## src/rtl/mem_access_unit.sv

```systemverilog
// Load/store unit between the single-cycle datapath and a word-wide data RAM with wait states.
// Aligns store lanes, extends load data, stalls the core and reports aborted accesses.
module mem_access_unit #(
    parameter int unsigned TIMEOUT_CYCLES = 16
) (
    input  logic        clk,
    input  logic        rst,
    input  logic        req_valid,
    input  logic        req_we,
    input  logic [2:0]  req_funct3,
    input  logic [31:0] req_addr,
    input  logic [31:0] req_wdata,
    output logic        stall,
    output logic        rsp_valid,
    output logic [31:0] rsp_rdata,
    output logic        err_valid,
    output logic [1:0]  err_code,
    output logic        mem_req,
    output logic        mem_we,
    output logic [31:0] mem_addr,
    output logic [31:0] mem_wdata,
    output logic [3:0]  mem_be,
    input  logic        mem_ready,
    input  logic [31:0] mem_rdata
);

    localparam int unsigned CNT_W = 8;
    localparam logic [CNT_W-1:0] CNT_LAST = CNT_W'(TIMEOUT_CYCLES - 1);

    localparam logic [1:0] ERR_NONE     = 2'b00;
    localparam logic [1:0] ERR_MISALIGN = 2'b01;
    localparam logic [1:0] ERR_TIMEOUT  = 2'b10;
    localparam logic [1:0] ERR_ILLEGAL  = 2'b11;

    typedef enum logic [1:0] {
        S_IDLE = 2'b00,
        S_WAIT = 2'b01,
        S_RESP = 2'b10,
        S_ERR  = 2'b11
    } state_e;

    state_e           state_q, state_d;
    logic [CNT_W-1:0] cnt_q, cnt_d;
    logic [31:0]      addr_q, addr_d;
    logic             we_q, we_d;
    logic [2:0]       funct3_q, funct3_d;
    logic [31:0]      wdata_q, wdata_d;
    logic [31:0]      rdata_q, rdata_d;
    logic [1:0]       err_code_q, err_code_d;

    logic        illegal_c;
    logic        misalign_c;
    logic [7:0]  lane_byte_c;
    logic [15:0] lane_half_c;
    logic [31:0] load_ext_c;
    logic [3:0]  store_be_c;
    logic [31:0] store_wdata_c;

    // Request decode: funct3 legality depends on direction; alignment by access width
    always_comb begin
        illegal_c = 1'b0;
        if (req_we) begin
            illegal_c = (req_funct3 > 3'b010);
        end else begin
            illegal_c = (req_funct3 == 3'b011) || (req_funct3[2:1] == 2'b11);
        end
        misalign_c = ((req_funct3[1:0] == 2'b01) && req_addr[0]) ||
                     ((req_funct3[1:0] == 2'b10) && (req_addr[1:0] != 2'b00));
    end

    // Load lane selection and extension from the registered request
    always_comb begin
        lane_byte_c = 8'h00;
        case (addr_q[1:0])
            2'b00:   lane_byte_c = mem_rdata[7:0];
            2'b01:   lane_byte_c = mem_rdata[15:8];
            2'b10:   lane_byte_c = mem_rdata[23:16];
            default: lane_byte_c = mem_rdata[31:24];
        endcase
        lane_half_c = addr_q[1] ? mem_rdata[31:16] : mem_rdata[15:0];
        case (funct3_q)
            3'b000:  load_ext_c = {{24{lane_byte_c[7]}}, lane_byte_c};
            3'b001:  load_ext_c = {{16{lane_half_c[15]}}, lane_half_c};
            3'b100:  load_ext_c = {24'h000000, lane_byte_c};
            3'b101:  load_ext_c = {16'h0000, lane_half_c};
            default: load_ext_c = mem_rdata;
        endcase
    end

    // Store byte enables and lane replication; loads always read the full word
    always_comb begin
        store_be_c    = 4'b1111;
        store_wdata_c = wdata_q;
        if (we_q) begin
            case (funct3_q[1:0])
                2'b00: begin
                    store_be_c    = 4'b0001 << addr_q[1:0];
                    store_wdata_c = {4{wdata_q[7:0]}};
                end
                2'b01: begin
                    store_be_c    = addr_q[1] ? 4'b1100 : 4'b0011;
                    store_wdata_c = {2{wdata_q[15:0]}};
                end
                default: begin
                    store_be_c    = 4'b1111;
                    store_wdata_c = wdata_q;
                end
            endcase
        end
    end

    // Next-state and captured-register logic
    always_comb begin
        state_d    = state_q;
        cnt_d      = cnt_q;
        addr_d     = addr_q;
        we_d       = we_q;
        funct3_d   = funct3_q;
        wdata_d    = wdata_q;
        rdata_d    = rdata_q;
        err_code_d = err_code_q;
        case (state_q)
            S_IDLE: begin
                if (req_valid) begin
                    if (illegal_c) begin
                        err_code_d = ERR_ILLEGAL;
                        state_d    = S_ERR;
                    end else if (misalign_c) begin
                        err_code_d = ERR_MISALIGN;
                        state_d    = S_ERR;
                    end else begin
                        addr_d   = req_addr;
                        we_d     = req_we;
                        funct3_d = req_funct3;
                        wdata_d  = req_wdata;
                        cnt_d    = '0;
                        state_d  = S_WAIT;
                    end
                end
            end
            S_WAIT: begin
                if (mem_ready) begin
                    rdata_d = we_q ? 32'h0 : load_ext_c;
                    state_d = S_RESP;
                end else if (cnt_q == CNT_LAST) begin
                    err_code_d = ERR_TIMEOUT;
                    state_d    = S_ERR;
                end else begin
                    cnt_d = cnt_q + CNT_W'(1);
                end
            end
            S_RESP: begin
                rdata_d = 32'h0;
                state_d = S_IDLE;
            end
            default: begin
                err_code_d = ERR_NONE;
                state_d    = S_IDLE;
            end
        endcase
    end

    always_ff @(posedge clk or negedge rst) begin
        if (!rst) begin
            state_q    <= S_IDLE;
            cnt_q      <= '0;
            addr_q     <= 32'h0;
            we_q       <= 1'b0;
            funct3_q   <= 3'b000;
            wdata_q    <= 32'h0;
            rdata_q    <= 32'h0;
            err_code_q <= ERR_NONE;
        end else begin
            state_q    <= state_d;
            cnt_q      <= cnt_d;
            addr_q     <= addr_d;
            we_q       <= we_d;
            funct3_q   <= funct3_d;
            wdata_q    <= wdata_d;
            rdata_q    <= rdata_d;
            err_code_q <= err_code_d;
        end
    end

    // Outputs decode from the state register; stall also sees the live request in IDLE
    always_comb begin
        stall     = rst && (((state_q == S_IDLE) && req_valid) || (state_q == S_WAIT));
        rsp_valid = (state_q == S_RESP);
        rsp_rdata = (state_q == S_RESP) ? rdata_q : 32'h0;
        err_valid = (state_q == S_ERR);
        err_code  = (state_q == S_ERR) ? err_code_q : ERR_NONE;
        mem_req   = (state_q == S_WAIT);
        mem_we    = (state_q == S_WAIT) && we_q;
        mem_addr  = (state_q == S_WAIT) ? {addr_q[31:2], 2'b00} : 32'h0;
        mem_be    = (state_q == S_WAIT) ? store_be_c : 4'b0000;
        mem_wdata = (state_q == S_WAIT) ? store_wdata_c : 32'h0;
    end

endmodule
```

## config.mk

```make
export PLATFORM = sky130hd
export DESIGN_NAME = mem_access_unit
export DESIGN_NICKNAME = d
export VERILOG_FILES = /design/src/rtl/mem_access_unit.sv
export SDC_FILE = /design/constraint.sdc
export NUM_CORES = 1
export LEC_CHECK = 0
export CAP_MARGIN = 20
export CORE_ASPECT_RATIO = 0.75
export CORE_MARGIN = 10
export CORE_UTILIZATION = 49
export DETAILED_ROUTE_END_ITERATION = 8
export MAX_ROUTING_LAYER = met4
export PLACE_DENSITY = 0.86
export SLEW_MARGIN = 20
export SYNTH_ARGS = -nofsm -noshare
export SYNTH_HDL_FRONTEND = slang
export SYNTH_SLANG_ARGS = --single-unit
export TNS_END_PERCENT = 30
```

## constraint.sdc

```tcl
create_clock -name clk -period 4.6 [get_ports clk]
set_input_delay 0.92 -clock clk [delete_from_list [all_inputs] [get_ports clk]]
set_output_delay 0.92 -clock clk [all_outputs]
set_load 0.01 [all_outputs]
```

==> impl_results.md <==
* # diodes at 0
* TritonCTS Buffers at 9
* FF+latch count, synth at 112
* Rows at 35
* Min cycle time layout at 3.835 ns
* TNS Setup at 0 ns
* Type of the worst setup path: register to output pin
* Ys flop type: dfrtp_1
* Layout Cells excl Fill at 921
* TritonRoute pass-1 iters at 5
* Register area share after synthesis at 0.4628
* Syn_area_per_cell at 10.62 um^2
* First-pass GRT wire length at 29820 um
* Worst slew pin tran at 1.068 ns
* Worst IR Drop VDD at 0.2974 mV
* Final core occ at 0.6946
* Via density at 5.583
* Buffer count from post-CTS setup fixing at 0
* Post-CTS Resized at 0
* Vias in the first global route at 5445
* Post-CTS Hold Buffers at 0
* Worst hold slack at 0.4880 ns
* Post-synthesis mux area share at 0.1640
* Iteration-0 DRC Markers at 297
* Clk_lat worst skew at 0.36 ns
* GR Util met2 at 0.3509
* Gr ovfl total at 0
* Slowest-stage cell, CP: dfrtp_1
* Htree depth at 3
* Max incr delay on CP at 0.62 ns
* Layout cells sized above 1 at 0.1417
* Adder-cell share of the synthesized area at 0.002066
* Total track usage at 0.2258
* Period Utilization, post-route at 0.8337
* Skew final at 0.009768 ns
* Final number of max-transition violations at 0
* Root Driver: clkbuf_16
* Worst relative slew slack at 0.2882
* M3 GR Usage at 0.08362
* Critical Path RT at 3.68 ns
* Die Wd at 148.4 um
* Post-synthesis async set-or-reset flop share at 1.000
* Worst EP arrival at 2.92 ns
* Via Count at 5142
* Num ports at 211
* Final net count at 855
* CTS Buffer Depth at 2
* Count of clock tree sinks at 112
* Worst path top cell family by delay: simple AND/OR/NAND/NOR gates
* Clock tree from TritonCTS: done
* Final hold vios at 0
* Place WS at 1.172 ns
* Most frequent cell after synthesis: dfrtp_1
* Synth top cells by count: 112 x dfrtp_1, 73 x and2_1, 48 x mux2_2
* Area Overhead vs Synth at 39.63%
* Compound-gate portion of the synthesized area at 0.1533
* Post-synthesis simple-gate area fraction at 0.1723
* Initial antenna violation count at 0
* I/O Buffers at 208
* Placed cell areas at 0.008162 mm^2
* Met1 usage at 0.2753
* DR DRC count at 0
* CTS clk-pin slew, worst paths at 0.08 ns
* Mapped cell area at 0.006056 mm^2
* Synth Area in XOR/XNOR at 0
* DRT antenna net count at 0
* Placed Cells at 905
* Outcome: complete, no violations
* Most used routing layer: met2
* Drt wl/cell at 20.80 um
* Reported max-cap violation count at 0
* Power Total at 4.996 mW
* Synth unique cells at 56
* P_leak at 3.573 nW
* Pwr/cell area at 590.8 mW/mm^2
* Achievable Freq at 0.2607 GHz
* HPWL after DPL at 14340 um
* Max Fanout on Critical Path at 23
* Post-synth EDFFs at 0
* Die H at 116.3 um
* Setup crit end kind: output pin
* Cells after Synth at 570
* Top cells by area, synth: dfrtp_1 46%, mux2_2 8.9%, and2_1 7.5%, mux2_4 5.0%, a21oi_1 3.0%
* Final Setup Violations at 0
* Initial Util at 0.4974
* Critical Path Start Type: register
* Routed WL at 19160 um
* Yosys warning count at 0
* Post-route cell area at 0.008456 mm^2
* Post-synth top area share at 0.4628
* Yosys top cell by area: dfrtp_1
* Largest family of logic cells by synthesized area: simple AND/OR/NAND/NOR gates
* Setup ws final at 0.7648 ns
* Die Area at 0.01725 mm^2
* Largest net degree at the start of global routing at 69
* Unrepaired setup endpoints after global routing: false
* Final GP Congestion at 0.9493
* Hold WC Path Type: register to register
* Crit-path cells: nand2b_1 > nor2_1 > nand2_1 > a21oi_1 > clkdlybuf4s50_1
* Core ar. at 0.01217 mm^2
* Worst Path Buf+Inv at 1
[registers in the layout, summed over array words and instances, names as in the netlist]
register and count:
err_code_q 2, wdata_q 32, we_q 1, cnt_q 8, funct3_q 3, state_q 2, rdata_q 32, addr_q 32
[power by group]
| group | internal (mW) | switching (mW) |
|---|---|---|
| clock network | 0.380 | 0.393 |
| registers | 1.43 | 0.421 |
| logic | 1.26 | 1.11 |
[logic make-up after synthesis]
logic type | after synthesis
muxes | 82
buffers and inverters | 54
AOI/OAI and AO/OA | 135
other | 1
and+or+nand+nor | 185
DFF | 112
adders and majority gates | 1
[final timing paths]
kind                             startpoint            end  slack (ns)  cells after the start
worst max-delay path            funct3_q[1]  mem_wdata[11]        0.76                      5
worst min-delay path            rdata_q[12]    rdata_q[12]        0.49                      2
worst max register to register   state_q[1]    rdata_q[31]        1.86                      5
worst min register to register  rdata_q[12]    rdata_q[12]        0.49                      2
max in group asynchronous               rst    wdata_q[23]        2.77                      2
min in group asynchronous               rst     state_q[1]        0.58                      1
[layout by cell type, fill, tap and decap left out, drive strengths merged, types with 5 or more instances in the layout]
cell           count
nor2b              8
clkdlybuf4s50    207
nand2b             9
inv               11
and3               6
a221o             16
a21oi             36
mux2i             13
a221oi             5
mux2              68
nand2             47
a211oi            10
nor2              21
or3                6
o21ai             30
and2              73
clkbuf             9
buf                7
dfrtp            112
[routing by layer]
layer,part of all wire,wire length (um),vias to the layer above
met3,0.10,1965,16
met5,0,0,-
met2,0.46,8847,265
met4,0.011,210,0
li1,-,-,2382
met1,0.42,8136,2479
[worst min-delay path, cell delays in order (launching register included)]
cell and delay [ns]:
dfrtp_1 0.35, nand2_1 0.05, o21ai_0 0.06
[area by class of cell]
| cell class | count | area (um^2) |
|---|---|---|
| Clock buffer | 9 | 225.2 |
| Clock inverter | 7 | 66.31 |
| Fill cell | 925 | 3719 |
| Inverter | 8 | 32.53 |
| Multi-Input combinational cell | 405 | 2997 |
| Sequential cell | 112 | 2803 |
| Tap cell | 166 | 207.7 |
| Timing Repair Buffer | 214 | 2125 |
Power figures use the tool's default switching activity.
